### src/rtl/kf8237_bus_control_param.sv
// rtl/kf8237_bus_control_param.sv - KF8237 CPU bus decoder and byte-pointer owner for CHANNELS channels.
// Optional input synchroniser enabled by defining KF8237_BUS_INPUT_SYNC_EN.
module kf8237_bus_control_param #(
  parameter int CHANNELS      = 4,
  parameter int ADDRESS_WIDTH = 4
) (
  input  logic                     clock,
  input  logic                     reset,
  input  logic                     chip_select_n,
  input  logic                     io_read_n_in,
  input  logic                     io_write_n_in,
  input  logic [ADDRESS_WIDTH-1:0] address_in,
  input  logic [7:0]               data_bus_in,
  input  logic                     lock_bus_control,
  output logic [7:0]               internal_data_bus,
  output logic                     byte_pointer,
  output logic                     write_command_register,
  output logic                     write_mode_register,
  output logic                     write_request_register,
  output logic                     set_or_reset_mask_register,
  output logic                     write_mask_register,
  output logic                     clear_byte_pointer,
  output logic                     set_byte_pointer,
  output logic                     master_clear,
  output logic                     clear_mask_register,
  output logic [CHANNELS-1:0]      write_base_and_current_address,
  output logic [CHANNELS-1:0]      write_base_and_current_word_count,
  output logic [CHANNELS-1:0]      read_current_address,
  output logic [CHANNELS-1:0]      read_current_word_count,
  output logic                     read_temporary_register,
  output logic                     read_status_register
);

  localparam int AW1 = ADDRESS_WIDTH + 1;
  localparam logic [ADDRESS_WIDTH:0] CHAN_SPAN = AW1'(2 * CHANNELS);

  logic                     cs_n;
  logic                     rd_n;
  logic                     wr_n;
  logic [ADDRESS_WIDTH-1:0] addr;
  logic [7:0]               data;

`ifdef KF8237_BUS_INPUT_SYNC_EN
  logic [1:0]               cs_sync;
  logic [1:0]               rd_sync;
  logic [1:0]               wr_sync;
  logic [ADDRESS_WIDTH-1:0] addr_d1, addr_d2;
  logic [7:0]               data_d1, data_d2;

  always_ff @(posedge clock) begin
    if (reset) begin
      cs_sync <= 2'b11;
      rd_sync <= 2'b11;
      wr_sync <= 2'b11;
      addr_d1 <= '0;
      addr_d2 <= '0;
      data_d1 <= 8'h00;
      data_d2 <= 8'h00;
    end else begin
      cs_sync <= {cs_sync[0], chip_select_n};
      rd_sync <= {rd_sync[0], io_read_n_in};
      wr_sync <= {wr_sync[0], io_write_n_in};
      addr_d1 <= address_in;
      addr_d2 <= addr_d1;
      data_d1 <= data_bus_in;
      data_d2 <= data_d1;
    end
  end

  assign cs_n = cs_sync[1];
  assign rd_n = rd_sync[1];
  assign wr_n = wr_sync[1];
  assign addr = addr_d2;
  assign data = data_d2;
`else
  assign cs_n = chip_select_n;
  assign rd_n = io_read_n_in;
  assign wr_n = io_write_n_in;
  assign addr = address_in;
  assign data = data_bus_in;
`endif

  logic [ADDRESS_WIDTH-1:0] stable_address;
  logic                     prev_write_n;
  logic                     prev_read_n;

  // Deselect forces the edge detectors idle, so an aborted access never strobes.
  always_ff @(posedge clock) begin
    if (reset) begin
      internal_data_bus <= 8'h00;
      stable_address    <= '0;
      prev_write_n      <= 1'b1;
      prev_read_n       <= 1'b1;
    end else begin
      if (!wr_n && !cs_n)
        internal_data_bus <= data;
      stable_address <= addr;
      prev_write_n   <= cs_n ? 1'b1 : wr_n;
      prev_read_n    <= cs_n ? 1'b1 : rd_n;
    end
  end

  logic write_end;
  logic read_end;
  logic read_flag;

  assign write_end = ~prev_write_n & wr_n & ~lock_bus_control;
  assign read_end  = ~prev_read_n & rd_n & ~lock_bus_control;
  assign read_flag = ~rd_n & ~cs_n & ~lock_bus_control;

  // Control registers alias on the low three bits whenever the top address bit is set.
  logic                stable_ctrl;
  logic                stable_chan;
  logic [2:0]          stable_idx;
  logic                addr_ctrl;
  logic                addr_chan;
  logic [2:0]          addr_idx;
  logic [7:0]          write_ctrl;
  logic [CHANNELS-1:0] write_chan_sel;
  logic [CHANNELS-1:0] read_chan_sel;

  assign stable_ctrl = stable_address[ADDRESS_WIDTH-1];
  assign stable_chan = ~stable_ctrl && ({1'b0, stable_address} < CHAN_SPAN);
  assign stable_idx  = stable_address[2:0];
  assign addr_ctrl   = addr[ADDRESS_WIDTH-1];
  assign addr_chan   = ~addr_ctrl && ({1'b0, addr} < CHAN_SPAN);
  assign addr_idx    = addr[2:0];

  assign write_ctrl     = (write_end && stable_ctrl) ? (8'd1 << stable_idx) : 8'd0;
  assign write_chan_sel = (write_end && stable_chan)
                          ? (CHANNELS'(1) << stable_address[ADDRESS_WIDTH-1:1]) : '0;
  assign read_chan_sel  = (read_flag && addr_chan)
                          ? (CHANNELS'(1) << addr[ADDRESS_WIDTH-1:1]) : '0;

  assign write_command_register     = write_ctrl[0];
  assign write_request_register     = write_ctrl[1];
  assign set_or_reset_mask_register = write_ctrl[2];
  assign write_mode_register        = write_ctrl[3];
  assign clear_byte_pointer         = write_ctrl[4];
  assign master_clear               = write_ctrl[5];
  assign clear_mask_register        = write_ctrl[6];
  assign write_mask_register        = write_ctrl[7];

  assign write_base_and_current_address    = stable_address[0] ? '0 : write_chan_sel;
  assign write_base_and_current_word_count = stable_address[0] ? write_chan_sel : '0;
  assign read_current_address              = addr[0] ? '0 : read_chan_sel;
  assign read_current_word_count           = addr[0] ? read_chan_sel : '0;

  assign read_status_register    = read_flag && addr_ctrl && (addr_idx == 3'd0);
  assign set_byte_pointer        = read_flag && addr_ctrl && (addr_idx == 3'd4);
  assign read_temporary_register = read_flag && addr_ctrl && (addr_idx == 3'd5);

  logic byte_pointer_set;
  assign byte_pointer_set = read_end && stable_ctrl && (stable_idx == 3'd4);

  // Consumers see the pre-toggle value during the strobe cycle.
  always_ff @(posedge clock) begin
    if (reset)
      byte_pointer <= 1'b0;
    else if (master_clear || clear_byte_pointer)
      byte_pointer <= 1'b0;
    else if (byte_pointer_set)
      byte_pointer <= 1'b1;
    else if ((write_end || read_end) && stable_chan)
      byte_pointer <= ~byte_pointer;
  end

endmodule

### config.mk
export PLATFORM = sky130hd
export DESIGN_NAME = kf8237_bus_control_param
export DESIGN_NICKNAME = d
export VERILOG_FILES = /design/src/rtl/kf8237_bus_control_param.sv
export SDC_FILE = /design/constraint.sdc
export NUM_CORES = 1
export LEC_CHECK = 0
export ABC_CLOCK_PERIOD_IN_PS = 2600
export BUFFER_PORTS_ARGS = -buffer_cell sky130_fd_sc_hd__buf_2
export CORE_MARGIN = 10
export CORE_UTILIZATION = 42
export DETAILED_ROUTE_END_ITERATION = 6
export PLACE_DENSITY = 0.82
export REMOVE_ABC_BUFFERS = 1
export SKIP_LAST_GASP = 1
export SLEW_MARGIN = 30
export SYNTH_ARGS = -nofsm -noshare
export SYNTH_HDL_FRONTEND = slang
export SYNTH_SLANG_ARGS = --single-unit
### constraint.sdc
create_clock -name clock -period 2.6 [get_ports clock]
set_input_delay 0.26 -clock clock [delete_from_list [all_inputs] [get_ports clock]]
set_output_delay 0.26 -clock clock [all_outputs]
set_load 0.05 [all_outputs]
==> impl_metrics.ini <==
[clock_tree]
h-tree-depth = 1
clk_path_buf_depth = 2
cts_tree = done
postCtsHoldBufs = 0
postCtsSetupBuffers = 0
path_clk_slew_ps = 80
clock_latency_ps = 280
root_buffer = clkbuf_4
cts_num_sinks = 15
cts_made_buffers = 3
ctsResizeCount = 0

[outcome]
status = completed

[global_routing]
grt_pass1_wl_mm = 4.15
grt_pass1_vias = 952
grt-ovfl-total = 0
globalRouteTotalUtil = 0.122
grt_max_degree = 16
antenna_found_initial = 0

[placed_design]
post-dp-hpwl_mm = 2.09
port_buffers = 53
gp_congestion = 0.708

[critical_path]
cp_num_buf_inv = 1
crit_path_max_fanout = 5
max_stage_delay_ps = 420
worst_setup_path_start_kind = register
path_cells = nor4bb_1, nand2_1, nor3_1, buf_2
slowest_stage = nor4bb_1
critPathArrivalTime_ps = 1700
cp.required_ps = 2340
critPathKind = register to output port
crit_path_end_kind = output port
crit_family = simple AND/OR/NAND/NOR gates

[detailed_routing]
highest_layer = met3
wl_met2_mm = 1.26
via_count = 925
wl_per_cell_um = 13.7
viasPerCell = 5.11
postRouteAntennaNets = 0
drt-pass1-iter-count = 4
drt_drc_violations_left = 0
drt-initial-drc-count = 8
wl_met1_um = 964
wl_met3_um = 261
routed_wl_mm = 2.48

[power_and_ir_drop]
total_power_mw = 0.464
leakagePower_nw = 0.509
power_density_nw_per_um2 = 438
vdd_drop_max_uv = 309

[cells_and_area]
multi_input_area_um2 = 437
register_area_um2 = 300
drive_above_1_share = 0.378
fillers = 164
num-nets-final = 175
syn_to_final_growth_pct = 40.7
antenna_cells = 0

[logic_synthesis]
yosysWarningCount = 0
ys_seq_area_frac = 0.399
ys.flop_type = dfxtp_1
ys_ff_latch = 15
synth_edf_count = 0
synth_top_area_cell = dfxtp_1
synth-async-reset-ratio = 0
yosysUniqueCellTypes = 19
syn_avg_cell_area_um2 = 7.31
netlist_instances = 103
ys_top_cells_by_count = nor2_1, dfxtp_1, nand2_1
yosysTopAreaCellShare = 0.399
synth_area_um2 = 753
synth_area_leaders = dfxtp_1, nor2_1, nand2b_1
synth.most_common_cell = nor2_1

[sta]
rsz0062_at_grt = no
period_share = 0.755
worst_clock_skew_ps = 6.38
hold_viol_final = 0
fmax_mhz = 510
maxSlewHeadroom = 0.678
drv_slew = 0
setup_viol = 0
worstMarginPinSlew_ps = 482
fin_crit_ps = 1960
tns_ps = 0

[die]
start_util = 0.441
die_h_um = 62.4
die-area_um2 = 3890
row_count = 15
io_pins = 54
core_area_um2 = 1710
die_w_um = 62.4

[job]
cap_violations = 0

[min_path]
hp-class = input port to register
[worst min-delay path: cells and delay by family]
| family | cells | cell delay (ps) |
|---|---|---|
| buf+inv | 1 | 90 |
| compound gates | 1 | 50 |
| simple gates | 1 | 40 |
[area by class of cell]
class,instances,area share
clock buffers,4,0.0248
repair buffers,53,0.250
well taps,25,0.0295
multi-input cells,84,0.412
flip-flops and latches,15,0.283
[power by group]
part	total (mW)	internal, mW	leakage (nW)	switching [mW]
combinational	0.0881	0.0276	0.371	0.0605
sequential	0.248	0.240	0.123	0.00785
clock	0.128	0.0595	0.0150	0.0680
[logic make-up (layout without fill, tap and decap cells)]
family          Yosys count  count (layout)  share of synthesized area
compound gates           18              18                      0.130
buf+inv                   4              57                     0.0216
flops                    15              15                      0.399
simple gates             66              66                      0.450
[flip-flops by register name, indices dropped and copies added, names as in the netlist]
name	cells
byte_pointer	1
internal_data_bus	8
prev_read_n	1
prev_write_n	1
stable_address	4
[path summary, 6_finish.rpt]
path	slack (ps)	end	start	cells past startpoint
setup / recovery	640	clear_byte_pointer	stable_address[3]	4
hold / removal	210	internal_data_bus[5]	data_bus_in[5]	3
setup reg to reg	1300	byte_pointer	prev_read_n	4
hold reg to reg	470	byte_pointer	byte_pointer	1
[layout by cell type, fill, tap and decap left out, types with 2 or more instances in the layout]
cell,Yosys,layout
a21oi_1,8,8
buf_2,1,53
clkbuf_4,0,3
dfxtp_1,15,15
nand2_1,12,12
nand2b_1,9,9
nor2_1,22,22
nor2b_1,4,4
nor3_1,8,8
nor4_1,2,2
o21ai_0,8,8
or3_1,3,3
or3_4,2,2
[per-stage QoR]
stage / hold slack (ps) / area, µm² / util / std cells / setup slack, ps
after global routing: 211 / 1060 / 0.621 / 181 / 534
after floorplan: 329 / 737 / - / 99 / 191
final: 212 / 1060 / 0.621 / 181 / 638
after CTS: 206 / 1060 / 0.621 / 181 / 621
after global placement: 458 / 1030 / 0.605 / 177 / 789
after detailed placement: 460 / 1030 / 0.605 / 177 / 751
[metal layers]
layer  vias up  track usage
met1       425        0.116
met2        35        0.227
met4         0       0.0335
met3         0       0.0609
met5         -            0
li1        465            -
Note: power is estimated with default switching activity, not from simulation.
